[src/rtl/ym3438_pkg.sv]
// Shared constants and types for the YM3438 operator datapath.
package ym3438_pkg;

  localparam int SLOT_CNT = 24;  // slots per sample frame
  localparam int FB_CH    = 6;   // channels with operator-1 feedback history
  localparam int LOGSIN_W = 12;  // log-sin attenuation width (4.8 fixed point)

  typedef logic [4:0]         slot_t;
  typedef logic [9:0]         phase_t;
  typedef logic signed [13:0] op_sample_t;

  // Fold a full-wave phase onto the first quarter: the second quarter of each
  // half-wave mirrors the first, so the index is bit-inverted when phase[8] is set.
  function automatic logic [7:0] quarter_idx(input phase_t ph);
    return ph[8] ? ~ph[7:0] : ph[7:0];
  endfunction

endpackage

[src/rtl/ym3438_op_phase_if.sv]
// Slot bus between the phase generator / operator output side and the
// phase + log-sin stage.
interface ym3438_op_phase_if;
  import ym3438_pkg::*;

  logic                c1;
  logic                c2;
  logic                fsm_sync;
  phase_t              pg_in;
  op_sample_t          mod_in;
  logic [2:0]          fb;
  logic                op1_we;
  logic [2:0]          op1_ch;
  op_sample_t          op1_out;
  logic [LOGSIN_W-1:0] logsin_out;
  logic                sign_out;
  slot_t               slot_out;

  modport master (
    output c1, c2, fsm_sync, pg_in, mod_in, fb, op1_we, op1_ch, op1_out,
    input  logsin_out, sign_out, slot_out
  );

  modport slave (
    input  c1, c2, fsm_sync, pg_in, mod_in, fb, op1_we, op1_ch, op1_out,
    output logsin_out, sign_out, slot_out
  );

endinterface

[src/rtl/ym3438_logsin_rom.sv]
// Quarter-wave log-sin table: entry i = round(-log2(sin((2i+1)*pi/1024))*256).
module ym3438_logsin_rom
  import ym3438_pkg::*;
(
  input  logic [7:0]          idx,
  output logic [LOGSIN_W-1:0] logsin
);

  localparam logic [LOGSIN_W-1:0] LOGSIN_TABLE [256] = '{
    12'h859, 12'h6c3, 12'h607, 12'h58b, 12'h52e, 12'h4e4, 12'h4a6, 12'h471,
    12'h443, 12'h41a, 12'h3f5, 12'h3d3, 12'h3b5, 12'h398, 12'h37e, 12'h365,
    12'h34e, 12'h339, 12'h324, 12'h311, 12'h2ff, 12'h2ed, 12'h2dc, 12'h2cd,
    12'h2bd, 12'h2af, 12'h2a0, 12'h293, 12'h286, 12'h279, 12'h26d, 12'h261,
    12'h256, 12'h24b, 12'h240, 12'h236, 12'h22c, 12'h222, 12'h218, 12'h20f,
    12'h206, 12'h1fd, 12'h1f5, 12'h1ec, 12'h1e4, 12'h1dc, 12'h1d4, 12'h1cd,
    12'h1c5, 12'h1be, 12'h1b7, 12'h1b0, 12'h1a9, 12'h1a2, 12'h19b, 12'h195,
    12'h18f, 12'h188, 12'h182, 12'h17c, 12'h177, 12'h171, 12'h16b, 12'h166,
    12'h160, 12'h15b, 12'h155, 12'h150, 12'h14b, 12'h146, 12'h141, 12'h13c,
    12'h137, 12'h133, 12'h12e, 12'h129, 12'h125, 12'h121, 12'h11c, 12'h118,
    12'h114, 12'h10f, 12'h10b, 12'h107, 12'h103, 12'h0ff, 12'h0fb, 12'h0f8,
    12'h0f4, 12'h0f0, 12'h0ec, 12'h0e9, 12'h0e5, 12'h0e2, 12'h0de, 12'h0db,
    12'h0d7, 12'h0d4, 12'h0d1, 12'h0cd, 12'h0ca, 12'h0c7, 12'h0c4, 12'h0c1,
    12'h0be, 12'h0bb, 12'h0b8, 12'h0b5, 12'h0b2, 12'h0af, 12'h0ac, 12'h0a9,
    12'h0a7, 12'h0a4, 12'h0a1, 12'h09f, 12'h09c, 12'h099, 12'h097, 12'h094,
    12'h092, 12'h08f, 12'h08d, 12'h08a, 12'h088, 12'h086, 12'h083, 12'h081,
    12'h07f, 12'h07d, 12'h07a, 12'h078, 12'h076, 12'h074, 12'h072, 12'h070,
    12'h06e, 12'h06c, 12'h06a, 12'h068, 12'h066, 12'h064, 12'h062, 12'h060,
    12'h05e, 12'h05c, 12'h05b, 12'h059, 12'h057, 12'h055, 12'h053, 12'h052,
    12'h050, 12'h04e, 12'h04d, 12'h04b, 12'h04a, 12'h048, 12'h046, 12'h045,
    12'h043, 12'h042, 12'h040, 12'h03f, 12'h03e, 12'h03c, 12'h03b, 12'h039,
    12'h038, 12'h037, 12'h035, 12'h034, 12'h033, 12'h031, 12'h030, 12'h02f,
    12'h02e, 12'h02d, 12'h02b, 12'h02a, 12'h029, 12'h028, 12'h027, 12'h026,
    12'h025, 12'h024, 12'h023, 12'h022, 12'h021, 12'h020, 12'h01f, 12'h01e,
    12'h01d, 12'h01c, 12'h01b, 12'h01a, 12'h019, 12'h018, 12'h017, 12'h017,
    12'h016, 12'h015, 12'h014, 12'h014, 12'h013, 12'h012, 12'h011, 12'h011,
    12'h010, 12'h00f, 12'h00f, 12'h00e, 12'h00d, 12'h00d, 12'h00c, 12'h00c,
    12'h00b, 12'h00a, 12'h00a, 12'h009, 12'h009, 12'h008, 12'h008, 12'h007,
    12'h007, 12'h007, 12'h006, 12'h006, 12'h005, 12'h005, 12'h005, 12'h004,
    12'h004, 12'h004, 12'h003, 12'h003, 12'h003, 12'h002, 12'h002, 12'h002,
    12'h002, 12'h001, 12'h001, 12'h001, 12'h001, 12'h001, 12'h001, 12'h001,
    12'h000, 12'h000, 12'h000, 12'h000, 12'h000, 12'h000, 12'h000, 12'h000
  };

  assign logsin = LOGSIN_TABLE[idx];

endmodule

[src/rtl/ym3438_op_phase.sv]
// Operator phase modulation + quarter-wave log-sin lookup, time-multiplexed
// over the slot frame, with per-channel operator-1 feedback history.
module ym3438_op_phase #(
  parameter int SLOTS = ym3438_pkg::SLOT_CNT,
  parameter int FB_CH = ym3438_pkg::FB_CH
) (
  input logic              MCLK,
  input logic              reset,
  ym3438_op_phase_if.slave bus
);
  import ym3438_pkg::*;

  // stage 0 (sampled on c1)
  phase_t     pg_reg;
  op_sample_t mod_reg;
  logic [2:0] fb_reg;

  // slot counter and stage 1 / stage 2 registers (advanced on c2)
  slot_t               slot_reg;
  slot_t               slot_next;
  phase_t              phase_reg;
  slot_t               slot1_reg;
  logic [LOGSIN_W-1:0] logsin_reg;
  logic                sign_reg;
  slot_t               slot2_reg;

  // feedback history: hist0 = newest operator-1 sample, hist1 = the one before
  op_sample_t       hist0_reg [FB_CH];
  op_sample_t       hist1_reg [FB_CH];
  logic [FB_CH-1:0] hist_we;

  // stage 1 combinational terms
  logic               is_op1;
  logic [2:0]         ch;
  logic signed [14:0] fb_sum;
  logic signed [14:0] fb_scaled;
  logic [3:0]         fb_shift;
  phase_t             mod_term;
  phase_t             phase_next;

  logic [7:0]          rom_idx;
  logic [LOGSIN_W-1:0] rom_data;

  // Next slot: wrap at the end of the frame; a frame sync overrides the count.
  always_comb begin
    slot_next = slot_reg + 5'd1;
    if (bus.fsm_sync || (slot_reg == 5'(SLOTS - 1))) begin
      slot_next = '0;
    end
  end

  // Modulation select and phase add; wrap-around of the 10-bit phase is intended.
  always_comb begin
    is_op1    = (slot_reg < 5'(FB_CH));
    ch        = is_op1 ? slot_reg[2:0] : 3'd0;
    fb_sum    = {hist0_reg[ch][13], hist0_reg[ch]} + {hist1_reg[ch][13], hist1_reg[ch]};
    fb_shift  = 4'd10 - {1'b0, fb_reg};
    fb_scaled = fb_sum >>> fb_shift;
    if (!is_op1) begin
      mod_term = mod_reg[10:1];
    end else if (fb_reg != 3'd0) begin
      mod_term = fb_scaled[9:0];
    end else begin
      mod_term = '0;
    end
    phase_next = pg_reg + mod_term;
  end

  assign rom_idx = quarter_idx(phase_reg);

  ym3438_logsin_rom u_rom (
    .idx    (rom_idx),
    .logsin (rom_data)
  );

  // Per-channel write strobes; channels beyond the history depth never match.
  for (genvar gi = 0; gi < FB_CH; gi++) begin : g_hist_we
    assign hist_we[gi] = bus.op1_we && (bus.op1_ch == 3'(gi));
  end

  // Feedback history shift; runs on any edge, independent of c1/c2.
  always_ff @(posedge MCLK) begin
    for (int i = 0; i < FB_CH; i++) begin
      if (reset) begin
        hist0_reg[i] <= '0;
        hist1_reg[i] <= '0;
      end else if (hist_we[i]) begin
        hist1_reg[i] <= hist0_reg[i];
        hist0_reg[i] <= bus.op1_out;
      end
    end
  end

  // Stage 0 input capture on c1.
  always_ff @(posedge MCLK) begin
    if (reset) begin
      pg_reg  <= '0;
      mod_reg <= '0;
      fb_reg  <= '0;
    end else if (bus.c1) begin
      pg_reg  <= bus.pg_in;
      mod_reg <= bus.mod_in;
      fb_reg  <= bus.fb;
    end
  end

  // Slot counter and the two pipeline stages advance together on c2.
  always_ff @(posedge MCLK) begin
    if (reset) begin
      slot_reg   <= '0;
      phase_reg  <= '0;
      slot1_reg  <= '0;
      logsin_reg <= '0;
      sign_reg   <= 1'b0;
      slot2_reg  <= '0;
    end else if (bus.c2) begin
      slot_reg   <= slot_next;
      phase_reg  <= phase_next;
      slot1_reg  <= slot_reg;
      logsin_reg <= rom_data;
      sign_reg   <= phase_reg[9];
      slot2_reg  <= slot1_reg;
    end
  end

  assign bus.logsin_out = logsin_reg;
  assign bus.sign_out   = sign_reg;
  assign bus.slot_out   = slot2_reg;

  // Bits of the modulation sample and scaled feedback that never reach the phase.
  logic unused_bits;
  assign unused_bits = &{1'b0, mod_reg[13:11], mod_reg[0], fb_scaled[14:10]};

endmodule

[src/flat_wrapper.sv]
// flat-port wrapper written by rule: the top's interface ports become plain ports
module ym3438_op_phase_flat import ym3438_pkg::*;
#(
  parameter int SLOTS = ym3438_pkg::SLOT_CNT,
  parameter int FB_CH = ym3438_pkg::FB_CH
)
  (MCLK, reset, bus_c1, bus_c2, bus_fsm_sync, bus_pg_in, bus_mod_in, bus_fb, bus_op1_we, bus_op1_ch, bus_op1_out, bus_logsin_out, bus_sign_out, bus_slot_out);
  ym3438_op_phase_if bus_i ();
  input logic MCLK;
  input logic reset;
  input wire logic [$bits(bus_i.c1)-1:0] bus_c1;
  input wire logic [$bits(bus_i.c2)-1:0] bus_c2;
  input wire logic [$bits(bus_i.fsm_sync)-1:0] bus_fsm_sync;
  input wire logic [$bits(bus_i.pg_in)-1:0] bus_pg_in;
  input wire logic [$bits(bus_i.mod_in)-1:0] bus_mod_in;
  input wire logic [$bits(bus_i.fb)-1:0] bus_fb;
  input wire logic [$bits(bus_i.op1_we)-1:0] bus_op1_we;
  input wire logic [$bits(bus_i.op1_ch)-1:0] bus_op1_ch;
  input wire logic [$bits(bus_i.op1_out)-1:0] bus_op1_out;
  output wire logic [$bits(bus_i.logsin_out)-1:0] bus_logsin_out;
  output wire logic [$bits(bus_i.sign_out)-1:0] bus_sign_out;
  output wire logic [$bits(bus_i.slot_out)-1:0] bus_slot_out;
  assign bus_i.c1 = bus_c1;
  assign bus_i.c2 = bus_c2;
  assign bus_i.fsm_sync = bus_fsm_sync;
  assign bus_i.pg_in = bus_pg_in;
  assign bus_i.mod_in = bus_mod_in;
  assign bus_i.fb = bus_fb;
  assign bus_i.op1_we = bus_op1_we;
  assign bus_i.op1_ch = bus_op1_ch;
  assign bus_i.op1_out = bus_op1_out;
  assign bus_logsin_out = bus_i.logsin_out;
  assign bus_sign_out = bus_i.sign_out;
  assign bus_slot_out = bus_i.slot_out;
  ym3438_op_phase #(.SLOTS(SLOTS), .FB_CH(FB_CH)) u_core (.MCLK(MCLK), .reset(reset), .bus(bus_i));
endmodule
[config.mk]
export PLATFORM = sky130hd
export DESIGN_NAME = ym3438_op_phase_flat
export DESIGN_NICKNAME = d
export VERILOG_FILES = /design/src/rtl/ym3438_pkg.sv /design/src/rtl/ym3438_op_phase_if.sv /design/src/rtl/ym3438_logsin_rom.sv /design/src/rtl/ym3438_op_phase.sv /design/src/flat_wrapper.sv
export SDC_FILE = /design/constraint.sdc
export NUM_CORES = 1
export LEC_CHECK = 0
export CAP_MARGIN = 10
export CORE_ASPECT_RATIO = 1.75
export CORE_MARGIN = 2
export CORE_UTILIZATION = 50
export CTS_CLUSTER_DIAMETER = 80
export DETAILED_ROUTE_END_ITERATION = 6
export PLACE_DENSITY = 0.67
export SLEW_MARGIN = 5
export SYNTH_ARGS = -nofsm -noshare
export SYNTH_HDL_FRONTEND = slang
export SYNTH_HIERARCHICAL = 1
export SYNTH_SLANG_ARGS = --single-unit
[constraint.sdc]
create_clock -name MCLK -period 7.2 [get_ports MCLK]
set_input_delay 1.44 -clock MCLK [delete_from_list [all_inputs] [get_ports MCLK]]
set_output_delay 1.44 -clock MCLK [all_outputs]
set_load 0.01 [all_outputs]
==> metrics.md <==
| Metric | Value |
|---|---|
| WP data required | 7.66 ns |
| Clock Tree Root | clkbuf_16 |
| Clk network pwr share | 26.9% |
| Fmax achieved | 0.150 GHz |
| Vias in the first global route | 11.5k |
| Status | completed |
| Leak | 0.00619 uW |
| Crit Reg-Reg Startpoint | u_core/slot_reg[3] |
| Largest net degree at the start of global routing | 114 |
| Sequential power share | 33.8% |
| Clk slew on worst S/H paths | 0.07 ns |
| Worst skew pair latency | 0.54 ns |
| Worst hold path type | reg -> reg |
| Max VDD drop | 219 uV |
| Routed Wire Length | 40,300 um |
| Die height | 229 um |
| P&R area growth vs syn | 12.3% |
| Top FF cell, synth | edfxtp_1 |
| Routed Antenna Nets | 0 |
| Pre-CTS setup slack | 0.634 ns |
| Worst setup margin | 0.546 ns |
| Avg Cell Area, Syn | 9.37 sq um |
| Drt pass-1 iters | 6 |
| Initial DRC Count | 1,088 |
| Detailed placement HPWL | 27,700 um |
| Resized Gates After CTS | 0 |
| Fillcell total | 2,523 |
| # setup viols final | 0 |
| RSZ-0062 raised after global routing | no |
| Total number of vias | 11.7k |
| Arrival time worst endpoint | 7.12 ns |
| Hold buffer count at CTS | 0 |
| Post-CTS Repair Setup Buffers | 0 |
| # H-tree levels | 1 |
| Grt met1 use | 29.6% |
| Synth area leader | edfxtp_1 |
| FP Rows | 82 |
| Total Routing Usage GR | 26.2% |
| Period minus WS final | 6.65 ns |
| First-pass GRT wire length | 63,300 um |
| Post-synthesis sequential area ratio | 43.3% |
| Switching pwr | 1740 uW |
| Clk_skew | 0.0133 ns |
| Die width | 133 um |
| Reg2Reg Setup Slack | 0.55 ns |
| Pwr Total | 4650 uW |
| Number of remaining DRC errors | 0 |
| Crit-path slowest cell | fa_1 |
| TritonCTS buffer count | 24 |
| Pwr dens | 286 nW/um^2 |
| Number of library cell types mapped by synthesis | 87 |
| Critical path launch point | u_core/slot_reg[3] |
| Post-synth EDFFs | 168 |
| Avg WL per Cell | 20.7 um |
| Rel. slew slack | 17.8% |
| Top Ports | 68 |
| Syn Std Cell Area | 14,500 sq um |
| Sw Share | 37.5% |
| Last element of the critical path | u_core/phase_reg[9] |
| Internal | 2910 uW |
| Worst Setup Start Kind | flop |
| Synth top area share | 34.8% |
| Util after Layout | 56.8% |
| Core Area | 28,600 sq um |
| Flip-flop and latch area | 6270 sq um |
| Nets | 1,647 |
| CTS tree | built |
| # port buffers | 63 |
| Post-Syn Instances | 1,545 |
| Maxcap violations | 0 |
| Initial antenna violation count | 1 |
| CTS Sinks | 229 |
| Met3 Use GR | 2.66% |
| Max incr delay on CP | 0.51 ns |
| GPL Wtd Cong | 0.926 |
| Final setup TNS | 0 ns |
| Final hold vios | 0 |
| Async S/R FF share, synth | 0% |
| Final period util | 92.4% |
| Yosys warns | 6 |
| Setup crit end kind | flop |
| FF+latch count, synth | 229 |
| Busiest grt layer | met2 |
| Setup CP Type | reg -> reg |
| GRT met2 Usage | 48.7% |
| Layout cells sized above 1 | 8.41% |
| Gr ovfl total | 0 |
| Die area | 30,400 sq um |
| Top cells by count, synth | 187 x nor2_1, 178 x and2_1, 168 x edfxtp_1 |
| Leading post-synthesis cells by cell area | edfxtp_1 35%, dfxtp_1 8.4%, and2_1 7.7% |
| Clock Path Buffers | 3 |
| Slew @ Worst Pin | 1.23 ns |
| Worst reg-to-reg path cell count | 28 |
| Worst R2R End | u_core/phase_reg[9] |
| Slew Limit Fails | 0 |
| Net count after synthesis | 1,640 |
| Crit path max fanout | 8 |
| Count leader, synth | nor2_1 |
| Multi-input gate area | 7680 sq um |
| Drt via density | 6.02 |
| Comb power frac | 39.3% |
| Initial Utilization | 50.6% |
==> area by class of cell <==
cell class | instances | area share, %
inverters | 30 | 0.693
clock buffers | 29 | 3.94
repair buffers | 102 | 5.72
well taps | 378 | 2.91
clock inverters | 14 | 0.870
flip-flops and latches | 229 | 38.6
diodes | 1 | 0.0154
multi-input cells | 1165 | 47.3
==> metal layers <==
layer  vias to the layer above  part of all wire, %  wire length (um)
met2                       383                   53             21400
met3                       107                  4.2              1680
li1                       5615                    -                 -
met5                         -                    0                 0
met1                      5622                   38             15400
met4                         0                  4.6              1840
==> metrics by stage <==
stage / instances / hold slack (ns) / area (sq um)
2_1_floorplan: 1545 / 0.453 / 14500
3_3_place_gp: 1903 / 0.472 / 15500
3_5_place_dp: 1903 / 0.479 / 15500
4_1_cts: 1946 / 0.491 / 16200
5_1_grt: 1948 / 0.516 / 16300
6_report: 1948 / 0.491 / 16300
==> critical path: cells and delay by family, from the launching register on <==
kind | cells | cell delay, ns
and+or+nand+nor | 2 | 0.32
muxes | 1 | 0.34
xor gates and xnor gates | 2 | 0.31
buffers and inverters | 2 | 0.30
adders and majority gates | 3 | 0.99
DFF | 1 | 0.38
AOI/OAI and AO/OA | 18 | 3.93
==> placed cells by master (no fill, tap or decap), types with 6 or more instances in the layout <==
cell type / instances
a311oi_1: 7
o31ai_1: 10
nand3_1: 26
xor2_1: 11
nor3_1: 27
ha_1: 43
o211ai_1: 14
a211oi_1: 19
and2_1: 178
inv_1: 27
nand2b_1: 14
a211o_1: 7
a21o_1: 13
clkbuf_16: 25
dfxtp_1: 59
o22ai_1: 53
o21ai_0: 40
a31oi_1: 33
nand2_1: 84
clkdlybuf4s50_1: 61
mux2i_1: 105
a21oi_1: 122
mux2_2: 9
nor2b_1: 22
o21ai_1: 16
o21a_1: 6
xnor2_1: 13
buf_4: 37
edfxtp_1: 168
nor2_1: 187
==> kinds of logic (layout without fill, tap and decap cells) <==
group,count (synthesis),in the layout,share of synthesized area [%]
AO/OA/AOI/OAI,397,397,17.8
XOR/XNOR,29,29,1.81
adder cells (fa/ha/maj),45,45,3.99
buffers and inverters,151,175,4.45
flip-flops,229,229,43.3
multiplexers,120,120,8.92
other,0,1,0
AND/OR/NAND/NOR,574,574,19.8
==> power by group through the flow <==
stage          combinational (uW)  clock, uW  sequential, uW
4_1_cts                      1800       1270            1570
6_report                     1830       1250            1570
2_1_floorplan                1310          0            1580
3_5_place_dp                 1790          0            1600
5_1_grt                      1980       1320            1580
3_3_place_gp                 1770          0            1600
==> worst min path at each step <==
| stage | slack, ns | to | cells past startpoint | start |
|---|---|---|---|---|
| floorplan | 0.45 | u_core/phase_reg[4] | 2 | u_core/phase_reg[4] |
| global placement | 0.47 | u_core/bus.slot_out[4] | 2 | u_core/bus.slot_out[4] |
| detailed placement | 0.48 | u_core/bus.logsin_out[3] | 2 | u_core/bus.logsin_out[3] |
| CTS | 0.49 | u_core/phase_reg[1] | 2 | u_core/phase_reg[1] |
| global route | 0.52 | u_core/mod_reg[4] | 2 | u_core/mod_reg[4] |
| finish | 0.49 | u_core/bus.logsin_out[3] | 2 | u_core/bus.logsin_out[3] |
No activity file was read; power rests on OpenSTA's default activity.
